<file path="config.mk">
export PLATFORM = sky130hd
export DESIGN_NAME = fifo_rd_packer
export DESIGN_NICKNAME = d
export VERILOG_FILES = /design/src/rtl/fifo_rd_packer.sv
export SDC_FILE = /design/constraint.sdc
export NUM_CORES = 1
export LEC_CHECK = 0
export BUFFER_PORTS_ARGS = -buffer_cell sky130_fd_sc_hd__buf_2
export CELL_PAD_IN_SITES_DETAIL_PLACEMENT = 0
export CELL_PAD_IN_SITES_GLOBAL_PLACEMENT = 1
export CORE_MARGIN = 2
export CORE_UTILIZATION = 35
export DETAILED_ROUTE_END_ITERATION = 8
export PLACE_DENSITY = 0.85
export REMOVE_ABC_BUFFERS = 1
export SYNTH_ARGS = -nofsm -noshare
export SYNTH_HDL_FRONTEND = slang
export SYNTH_SLANG_ARGS = --single-unit
</file>
<file path="constraint.sdc">
create_clock -name sys_clk -period 2.05 [get_ports sys_clk]
set_clock_uncertainty 0.2 [all_clocks]
set_input_delay 0.41 -clock sys_clk [delete_from_list [all_inputs] [get_ports sys_clk]]
set_output_delay 0.41 -clock sys_clk [all_outputs]
set_load 0.02 [all_outputs]
</file>
<file path="src/rtl/fifo_rd_packer.sv">
// Drains a SyncFIFO and packs RATIO consecutive words into one valid/ready output beat.
// A flush pulse pushes out whatever partial pack is held once the in-flight read lands.
module fifo_rd_packer #(
  parameter int unsigned WIDTH = 4,
  parameter int unsigned RATIO = 2,
  localparam int unsigned CntW = $clog2(RATIO + 1)
) (
  input  logic                   sys_clk,
  input  logic                   sys_rst_n,
  input  logic                   fifo_empty,
  output logic                   fifo_rden,
  input  logic [WIDTH-1:0]       fifo_rddata,
  input  logic                   flush,
  output logic                   m_valid,
  input  logic                   m_ready,
  output logic [WIDTH*RATIO-1:0] m_data,
  output logic [CntW-1:0]        m_cnt,
  output logic                   busy
);

  localparam int unsigned OccW = CntW + 1;

  typedef enum logic [0:0] {StRun, StFlush} state_e;

  state_e                          state_q, state_d;
  logic [RATIO-1:0][WIDTH-1:0]     pack_q, pack_d;
  logic [CntW-1:0]                 pack_cnt_q, pack_cnt_d;
  logic                            inflight_q, inflight_d;
  logic                            m_valid_q, m_valid_d;
  logic [WIDTH*RATIO-1:0]          m_data_q, m_data_d;
  logic [CntW-1:0]                 m_cnt_q, m_cnt_d;

  logic            out_free;
  logic            xfer;
  logic            flush_emit;
  logic            emit;
  logic [OccW-1:0] occ;
  logic [CntW-1:0] slot;

  always_comb begin
    out_free   = !m_valid_q || m_ready;
    xfer       = (pack_cnt_q == CntW'(RATIO)) && out_free;
    flush_emit = (state_q == StFlush) && !inflight_q && (pack_cnt_q != '0) && out_free;
    emit       = xfer || flush_emit;

    // Counting the in-flight word keeps a full pack from ever having a read behind it.
    occ = OccW'(pack_cnt_q) + OccW'(inflight_q) - (xfer ? OccW'(RATIO) : OccW'(0));
    fifo_rden = sys_rst_n && !fifo_empty && (state_q == StRun) && (occ < OccW'(RATIO));

    inflight_d = fifo_rden;

    // Emitting clears the pack so unused slots of a partial beat read as zero.
    pack_d = emit ? '0 : pack_q;
    slot   = emit ? '0 : pack_cnt_q;
    if (inflight_q) begin
      for (int unsigned i = 0; i < RATIO; i++) begin
        if (CntW'(i) == slot) pack_d[i] = fifo_rddata;
      end
    end
    pack_cnt_d = slot + CntW'(inflight_q);

    m_valid_d = m_valid_q && !m_ready;
    m_data_d  = m_data_q;
    m_cnt_d   = m_cnt_q;
    if (emit) begin
      m_valid_d = 1'b1;
      m_data_d  = pack_q;
      m_cnt_d   = pack_cnt_q;
    end

    state_d = state_q;
    unique case (state_q)
      StRun: begin
        if (flush) state_d = StFlush;
      end
      StFlush: begin
        if (!inflight_q && ((pack_cnt_q == '0) || out_free)) state_d = StRun;
      end
      default: state_d = StRun;
    endcase
  end

  always_ff @(posedge sys_clk) begin
    if (!sys_rst_n) begin
      state_q    <= StRun;
      pack_q     <= '0;
      pack_cnt_q <= '0;
      inflight_q <= 1'b0;
      m_valid_q  <= 1'b0;
      m_data_q   <= '0;
      m_cnt_q    <= '0;
    end else begin
      state_q    <= state_d;
      pack_q     <= pack_d;
      pack_cnt_q <= pack_cnt_d;
      inflight_q <= inflight_d;
      m_valid_q  <= m_valid_d;
      m_data_q   <= m_data_d;
      m_cnt_q    <= m_cnt_d;
    end
  end

  assign m_valid = m_valid_q;
  assign m_data  = m_data_q;
  assign m_cnt   = m_cnt_q;
  assign busy    = inflight_q || (pack_cnt_q != '0) || m_valid_q || (state_q != StRun);

endmodule
</file>
==> out/qor.txt, run 1 <==
Total track usage = 14.3%
Register clock-pin slew on the reported worst setup and hold paths = 0.13 ns
Critical path type = flop to output port
Post-Syn Area per Cell = 9.44 sq um
RSZ-0062 raised after global routing = yes
First-pass GRT wire length = 3730 um
Port Buffer Count = 21
CTS sink cnt = 23
Synth Area in Compound Gates = 13.6%
Min-delay worst type = input pin to flop
CTS tree = done
Crit path cell chain = nand2b_1 -> nand3_2 -> ha_4 -> inv_2 -> ha_4 -> xor2_2 -> nor4_4 -> buf_4
Placer congestion estimate = 0.744
Worst R2R End = inflight_q
#FFs+latches synth = 23
Final hold slack = 0.141 ns
Ratio of cells with drive above 1 in the final layout = 40.6%
CP endpoint kind = output port
DRC = 0
Synth cell types = 27
Pre-Repair DR Iteration Count = 4
Power Total = 861 uW
DRT iter0 DRCs = 12
Max Slew Vio Count = 0
Post-synth EDFFs = 0
TritonCTS Buffers = 3
Vias per cell = 4.85
IO Count = 22
Maximum root-to-sink buffer count = 2
Initial core utilization = 36.2%
YS warnings = 0
Seq/Total Area, Yosys = 46.9%
CP Max Fanout = 2
Synthesis-to-finish area growth = 38.0%
Mux cell area share after synthesis = 8.15%
Critical path buffer and inverter count = 2
Pin count of the biggest net entering global routing = 27
Root buffer cell = clkbuf_4
PwrDens = 636 mW/mm^2
Finished Layout Cells = 174
Routed WL = 2190 um
Max IR drop VDD = 0.000442 V
Worst Hold Path EP = inflight_q
Top FF cell, synth = dfxtp_1
Cell Area, Placed = 0.00116 sq mm
Layout Utilization = 50.0%
Worst-Skew Late Latency = 0.30 ns
Rel. slew slack = 71.5%
Critical Path AT = 1.89 ns
Most used cell, CP = ha_4
Max-Cap Viols = 0
Fillers = 262
Adder-Cell Fraction of Synth Area = 2.55%
Post-Synth XOR/XNOR Area = 0.892%
Synth Area in Simple Gates = 22.0%
Worst slew pin tran = 0.428 ns
# H-tree levels = 1
Status = finished with violations
Crit Reg-Reg Startpoint = m_valid
WP depth = 8
Top delay family on crit path = adder cells
Fin area = 0.00136 sq mm
Final Critical Period = 2.50 ns
Die area = 0.00325 sq mm
Nets = 155
Initial antenna violation count = 0
Die height = 57.0 um
Synth Cell Area = 982 sq um
Max Fclk = 0.401 GHz
Fin. Hold Viols = 0
Setup violators final = 3
Largest family of logic cells by synthesized area = simple AND/OR/NAND/NOR gates
Reg2reg setup slack = -0.38 ns
Placed insts = 160
Routed len/inst = 12.6 um
Startpoint types = flop
Core ar. = 0.00271 sq mm
Ant. Diodes = 0
Hold depth = 2
Vias = 844
Crit path required time = 1.44 ns
LEAKAGE = 0.615 nW
Routed Antenna Nets = 0
Async set-reset flop share out of synthesis = 0%
Crit path setup slack, layout = -0.446 ns
Crit path max-delay cell type = dfxtp_2
Cells after synthesis = 104
CP max stage delay = 0.34 ns
GRT overflow = 0
Failing checks = setup timing
Die width = 57.0 um
Row cnt = 19
Vias in the first global route = 838
DPL Wire Length = 1400 um
Worst reg-to-reg path cell count = 14
Worst min-delay path startpoint = fifo_empty
Crit share post-route = 122%
what timing repair did:
item / in CTS / in global routing
resized for setup: 8 / 9
endpoints found under the hold margin: 0 / 0
hold buffers: 0 / 0
cloned: 0 / 0
pin swaps: 5 / 4
buffers inserted: 8 / 2
setup endpoints to repair: 2 / 3
worst max-delay path by stage:
| stage | slack [ns] | start | to |
|---|---|---|---|
| 2_1_floorplan | -0.53 | m_ready | fifo_rden |
| 3_3_place_gp | -0.29 | m_ready | fifo_rden |
| 3_5_place_dp | -0.36 | m_ready | fifo_rden |
| 4_1_cts | -0.47 | m_valid | fifo_rden |
| 5_1_grt | -0.55 | m_valid | fifo_rden |
| 6_report | -0.45 | m_valid | fifo_rden |
where the power goes:
group | leakage (nW) | switching [mW] | total (mW) | internal (mW)
Clock | 0.0177 | 0.133 | 0.206 | 0.0727
Combinational | 0.410 | 0.0896 | 0.178 | 0.0886
Sequential | 0.188 | 0.0147 | 0.477 | 0.463
worst reg2reg max path, delay by kind of cell (launching register included):
kind	cells	cell delay [ns]
buf+inv	8	0.88
fa+ha+maj	2	0.55
simple gates	4	0.38
flops	1	0.34
cells in the mapped netlist (2+ instances only):
master,count,area (sq um)
dfxtp_1,23,460
nand2_1,11,41.3
nand3_1,10,50.1
nor2b_1,10,62.6
mux2i_1,8,80.1
a21boi_1,6,45.0
a21oi_1,4,20.0
inv_1,4,15.0
o21ai_1,4,20.0
clkbuf_1,3,11.3
ha_1,2,25.0
nand2b_1,2,12.5
nor4_1,2,12.5
o21ai_0,2,10.0
flip-flops by register name (all words and copies together), names as in the netlist:
register / cells
inflight_q: 1
m_cnt: 2
m_data: 8
m_valid: 1
pack_cnt_q: 2
pack_q: 8
state_q: 1
layer usage:
metal  wire [um]  vias to the layer above  track usage (%)
met1        1030                      391             19.3
li1            -                      434                -
met2        1070                       19             23.8
met4           0                        0             3.99
met3          99                        0             2.49
met5           0                        -                0
cells in the final DEF (no fill, tap or decap):
cell type   n
nor2b_1    10
a21oi_1     4
o2111ai_2   1
nand2b_1    2
mux2i_1     8
clkinv_2    1
dfxtp_4     1
o21ai_0     2
nand2_2     1
a32oi_1     1
buf_12      1
dfxtp_1    21
a21boi_1    6
nand3_1     9
inv_1       3
inv_2       1
xor2_2      1
nand2_4     1
nand3_2     1
or2_4       1
ha_4        2
buf_4      18
or2_2       1
nor4_4      2
a21o_1      1
or4_1       1
nand2_1    10
dfxtp_2     1
nand3b_1    1
clkbuf_4    3
a21boi_0    1
o21ai_1     4
nor2_1      1
buf_2      20
buf_6       1
stage by stage:
stage | setup slack, ns | setup TNS (ns)
after floorplan | -0.535 | -0.535
after global placement | -0.295 | -0.295
after detailed placement | -0.362 | -0.362
after CTS | -0.472 | -1.03
after global routing | -0.548 | -1.21
final | -0.446 | -0.985
cell families after synthesis:
family          count (synthesis)
fa+ha+maj                       2
flops                          23
mux                             8
xor+xnor                        1
buf+inv                         9
compound gates                 20
simple gates                   41
area by class of cell:
type	count	area, sq um	area share (%)
multi-input cells	72	542	40.0
flip-flops and latches	23	465	34.3
clock inverters	1	5.00	0.369
clock buffers	3	22.5	1.66
inverters	4	15.0	1.11
well taps	31	38.8	2.86
repair buffers	40	267	19.7
Note: power is estimated with default switching activity, not from simulation.
==> run 2: changes to the inputs <==
- CAP_MARGIN: default -> 10
- CORE_ASPECT_RATIO: default -> 2
==> out/qor.txt, run 2 (synthesis results as in run 1) <==
Final hold slack = 0.140 ns (-0.000512 ns)
Worst-Skew Late Latency = 0.25 ns (-0.05 ns)
Die width = 41.5 um (-27%)
Critical Path AT = 1.82 ns (-0.07 ns)
CP endpoint kind = output port
Crit path cell chain = nand2b_1 -> nand3_2 -> ha_4 -> inv_2 -> ha_4 -> nand2_2 -> nor4_2 -> buf_4
Switching power = 226 uW (-4.7%)
GR Util met1 = 14.2% (-5.1 points)
Total track usage = 12.6% (-1.7 points)
Worst slew pin tran = 0.354 ns (-0.0744 ns)
Seq. cell area = 467 sq um (+0.27%)
CP max stage delay = 0.32 ns (-0.02 ns)
GRT overflow = 0 (unchanged)
Ratio of cells with drive above 1 in the final layout = 36.8% (-3.7 points)
Initial antenna violation count = 0 (unchanged)
Startpoint types = flop
Routed len/inst = 12.1 um (-4.1%)
M2 GR Usage = 22.8% (-1.0 points)
Pin count of the biggest net entering global routing = 27 (unchanged)
Worst R2R End = inflight_q
Critical Path End = fifo_rden
Ant. Diodes = 0 (unchanged)
Core ar. = 0.00270 sq mm (-0.28%)
Maximum root-to-sink buffer count = 2 (unchanged)
Row cnt = 27 (+8)
Vias per cell = 5.01 (+3.2%)
Max IR drop VDD = 0.000498 V (+13%)
Most frequent cells in the layout = 20 x dfxtp_1, 19 x buf_2, 10 x nand2_1, 10 x nor2b_1, 9 x nand3_1
Setup violators final = 2 (-1)
Fillers = 288 (+9.9%)
Multi-input gate area = 509 sq um (-6.0%)
Rel. slew slack = 76.4% (+5.0 points)
Logic pwr share = 17.4% (-3.3 points)
DRT iter0 DRCs = 10 (-2)
Vias = 811 (-3.9%)
LEAKAGE = 0.573 nW (-6.8%)
CP Max Fanout = 2 (unchanged)
Port Buffer Count = 21 (unchanged)
Placer congestion estimate = 0.841 (+13%)
CTS tree = done
TritonCTS Buffers = 3 (unchanged)
Initial core utilization = 36.3% (+0.10 points)
Synthesis-to-finish area growth = 29.4%
DPL Wire Length = 1480 um (+5.2%)
Worst reg-to-reg path cell count = 7 (-7)
Int Power = 675 uW (+8.2%)
CTS sink cnt = 23 (unchanged)
Crit Reg-Reg Startpoint = m_valid
Placed insts = 157 (-1.9%)
IO Count = 22 (unchanged)
Routing usage on met3 = 2.27% (-0.22 points)
Final Critical Period = 2.43 ns (-0.0673 ns)
Failing checks = setup timing
Min-delay worst type = input pin to flop
GRT busiest layer = met2
Commonest non-fill, non-tap cell in the layout = dfxtp_1
Die area = 0.00327 sq mm (+0.79%)
Finished Layout Cells = 162 (-6.9%)
Root buffer cell = clkbuf_8
# H-tree levels = 1 (unchanged)
Routed WL = 1960 um (-11%)
PwrDens = 709 mW/mm^2 (+12%)
Sw Share = 25.1% (-2.5 points)
Register clock-pin slew on the reported worst setup and hold paths = 0.08 ns (-0.05 ns)
Hold buffer count at CTS = 0 (unchanged)
Vias in the first global route = 750 (-11%)
First-pass GRT wire length = 3330 um (-11%)
Crit path launch = m_valid
Clock power frac = 29.8% (+5.9 points)
Pre-Repair DR Iteration Count = 3 (-1)
Max Slew Vio Count = 0 (unchanged)
Max Fclk = 0.412 GHz (+2.8%)
Status = finished with violations
Fin. Hold Viols = 0 (unchanged)
Register share of total power = 52.8% (-2.6 points)
Nets = 145 (-6.5%)
Reg2reg setup slack = 0.39 ns (+0.77 ns)
Crit path setup slack, layout = -0.379 ns (+0.0673 ns)
Routed Antenna Nets = 0 (unchanged)
Max-Cap Viols = 0 (unchanged)
Crit path max-delay cell type = dfxtp_2
Critical path type = flop to output port
Die height = 78.9 um (+39%)
DRC = 0 (unchanged)
Crit share post-route = 118% (-3.3 points)
Most used cell, CP = ha_4
Crit path required time = 1.44 ns (about the same)
RSZ-0062 raised after global routing = yes
==> run 2: changes by cell type in the layout (fill, tap and decap cells not counted), sizes merged <==
cell | before | now
buf | 40 | 30
==> run 2: worst min-delay path by stage <==
| stage | startpoint | end | slack [ns] | cells after the start |
|---|---|---|---|---|
| 4_1_cts | fifo_empty | inflight_q | 0.12 | 2 |
| 2_1_floorplan | pack_q[0] | pack_q[0] | 0.23 | 2 |
| 3_5_place_dp | pack_q[1] | pack_q[1] | 0.24 | 2 |
| 3_3_place_gp | m_cnt[0] | m_cnt[0] | 0.23 | 2 |
| 6_report | fifo_empty | inflight_q | 0.14 | 2 |
| 5_1_grt | fifo_empty | inflight_q | 0.13 | 2 |
==> run 2: power groups by stage <==
stage / registers, mW / clock network (mW) / logic (mW)
2_1_floorplan: 0.491 / 0 / 0.0712
3_3_place_gp: 0.485 / 0 / 0.135
3_5_place_dp: 0.486 / 0 / 0.137
4_1_cts: 0.475 / 0.280 / 0.149
5_1_grt: 0.479 / 0.299 / 0.171
6_report: 0.476 / 0.269 / 0.156
==> run 2: what timing repair did <==
item | 4_1_cts | 5_1_grt
resized for setup | 5 | 12
endpoints found under the setup margin | 2 | 2
buffers inserted | 0 | 1
pin swaps | 0 | 5
==> run 2: area by class of cell <==
cell class / instances / area share [%]
Multi-Input combinational cell: 72 / 40.1
Sequential cell: 23 / 36.7
Timing Repair Buffer: 30 / 15.6
Clock buffer: 3 / 3.25
Tap cell: 29 / 2.85
Inverter: 4 / 1.18
Clock inverter: 1 / 0.394
==> run 2: metal layers <==
metal	vias to the layer above	wire length, um
met2	15	1050
met5	-	0
met1	379	782
met4	0	60
li1	413	-
met3	4	71
==> run 2: metrics by stage <==
stage               power, mW  instance area [sq um]  utilization, %  TNS, ns  setup WS (ns)
global route            0.950                   1270            47.0   -0.628         -0.472
floorplan               0.562                    940               -   -0.535         -0.535
detailed placement      0.622                   1150            42.7   -0.324         -0.324
finish                  0.901                   1270            47.0   -0.498         -0.379
CTS                     0.903                   1210            44.9   -0.500         -0.381
global placement        0.619                   1150            42.7   -0.290         -0.290
==> run 2: critical path, delay by kind of cell (launching register included) <==
kind                     cells  cell delay [ns]
adder cells (fa/ha/maj)      2             0.53
AND/OR/NAND/NOR              4             0.50
flip-flops                   1             0.32
buffers and inverters        2             0.22
==> run 3: changes to the inputs <==
- BUFFER_PORTS_ARGS: -buffer_cell sky130_fd_sc_hd__buf_2 -> -buffer_cell sky130_fd_sc_hd__buf_4
==> out/qor.txt, run 3 (synthesis results as in run 1) <==
Status = finished with violations
Failing checks = setup timing
Setup TNS = -0.560 ns (-0.0622 ns)
Critical path type = flop to output port
Most used cell, CP = ha_4
Max IR drop VDD = 0.000466 V (-6.3%)
DRT iter0 DRCs = 17 (+7)
Clock power frac = 29.5% (-0.3 points)
Die width = 41.5 um (unchanged)
Fin area = 0.00137 sq mm (+7.8%)
Row cnt = 27 (unchanged)
Max Fclk = 0.422 GHz (+2.5%)
Hold buffer count at CTS = 0 (unchanged)
DPL Wire Length = 1450 um (-1.9%)
Worst slew pin tran = 0.358 ns (+0.00448 ns)
Cell Area, Placed = 0.00121 sq mm (+4.6%)
Fin. Hold Viols = 0 (unchanged)
Commonest non-fill, non-tap cell in the layout = buf_4
IO Count = 22 (unchanged)
Initial core utilization = 36.3% (unchanged)
Pre-Repair DR Iteration Count = 3 (unchanged)
Routed len/inst = 12.7 um (+4.9%)
Placed insts = 157 (unchanged)
CTS tree = done
PwrDens = 674 mW/mm^2 (-4.9%)
Crit share post-route = 116% (-2.9 points)
Placer congestion estimate = 0.811 (-3.6%)
Ant. Diodes = 0 (unchanged)
First-pass GRT wire length = 3310 um (-0.39%)
Power Total = 924 uW (+2.5%)
Pin count of the biggest net entering global routing = 27 (unchanged)
CTS sink cnt = 23 (unchanged)
Register share of total power = 51.6% (-1.2 points)
Maximum root-to-sink buffer count = 2 (unchanged)
LEAKAGE = 0.610 nW (+6.4%)
CP endpoint kind = output port
Min-delay worst type = input pin to flop
Crit path cell chain = nand2b_4 -> nand3_4 -> ha_4 -> inv_2 -> ha_4 -> nand2_2 -> nor4_2 -> buf_4
Vias per cell = 4.98 (-0.48%)
Layout Utilization = 50.7% (+3.7 points)
Ratio of cells with drive above 1 in the final layout = 39.1% (+2.3 points)
Final Critical Period = 2.37 ns (-0.0590 ns)
Fillers = 265 (-8.0%)
Crit path setup slack, layout = -0.320 ns (+0.0590 ns)
CP Max Fanout = 2 (unchanged)
Most frequent cells in the layout = 32 x buf_4, 21 x dfxtp_1, 10 x nand2_1, 10 x nor2b_1, 9 x nand3_1
Crit path max-delay cell type = dfxtp_2
Startpoint types = flop
Vias = 832 (+2.6%)
Switching power = 236 uW (+4.3%)
CP max stage delay = 0.34 ns (+0.02 ns)
Root buffer cell = clkbuf_8
Port Buffer Count = 21 (unchanged)
Worst-Skew Late Latency = 0.26 ns (about the same)
DRC = 0 (unchanged)
Core ar. = 0.00270 sq mm (unchanged)
RSZ-0062 raised after global routing = yes
Total track usage = 12.9% (+0.27 points)
Die height = 78.9 um (unchanged)
Vias in the first global route = 749 (-0.13%)
Crit path required time = 1.44 ns (about the same)
GRT overflow = 0 (unchanged)
Logic pwr share = 18.9% (+1.5 points)
Max Slew Vio Count = 0 (unchanged)
Nets = 150 (+3.4%)
Max-Cap Viols = 0 (unchanged)
Routed Antenna Nets = 0 (unchanged)
Register clock-pin slew on the reported worst setup and hold paths = 0.08 ns (about the same)
Finished Layout Cells = 167 (+3.1%)
Routed WL = 2120 um (+8.1%)
Setup violators final = 2 (unchanged)
Critical Path AT = 1.76 ns (-0.06 ns)
# H-tree levels = 1 (unchanged)
Rel. slew slack = 76.1% (-0.30 points)
Sw Share = 25.5% (+0.43 points)
TritonCTS Buffers = 3 (unchanged)
Reg2reg setup slack = 0.19 ns (-0.20 ns)
Int Power = 688 uW (+2.0%)
Synthesis-to-finish area growth = 39.5%
Die area = 0.00327 sq mm (unchanged)
Initial antenna violation count = 0 (unchanged)
-- run 3: worst paths after layout --
path / cells past startpoint / endpoint / startpoint
hold reg to reg: 2 / m_cnt[0] / m_cnt[0]
hold / removal: 2 / inflight_q / fifo_empty
setup reg to reg: 8 / m_data[4] / pack_cnt_q[1]
setup / recovery: 8 / fifo_rden / m_valid
-- run 3: worst max-delay path: cells and delay by family, from the launching register on --
family,cells,cell delay [ns]
and+or+nand+nor,4,0.42
buffers and inverters,2,0.22
DFF,1,0.34
adders and majority gates,2,0.52
-- run 3: metal layers --
metal / global-route usage (%) / share of wire (%)
met1: 14.1 / 42
met2: 24.1 / 55
met3: 1.36 / 2.3
met4: 5.81 / 0.71
met5: 0 / 0
-- run 3: power groups by stage --
stage	Combinational, mW	Clock [mW]	Sequential [mW]
6_report	0.174	0.273	0.477
5_1_grt	0.187	0.309	0.479
4_1_cts	0.157	0.280	0.475
3_5_place_dp	0.147	0	0.486
3_3_place_gp	0.145	0	0.485
2_1_floorplan	0.0712	0	0.491
-- run 3: timing repair --
item / in CTS / in global routing
endpoints found under the setup margin: 2 / 2
buffers inserted: 1 / 5
resized for setup: 10 / 6
pin swaps: 5 / 3
-- run 3: final cells by class --
class	instances	area (sq um)	area share, %
Inverter	4	15.0	1.10
Tap cell	29	36.3	2.65
Sequential cell	23	465	34.0
Timing Repair Buffer	35	283	20.6
Clock inverter	1	5.00	0.365
Clock buffer	3	41.3	3.01
Multi-Input combinational cell	72	524	38.3
-- run 3: through the flow --
stage | hold WS [ns] | worst slack, ns
finish | 0.126 | -0.320
floorplan | 0.228 | -0.535
detailed placement | 0.244 | -0.395
global route | 0.118 | -0.408
global placement | 0.235 | -0.294
CTS | 0.120 | -0.405
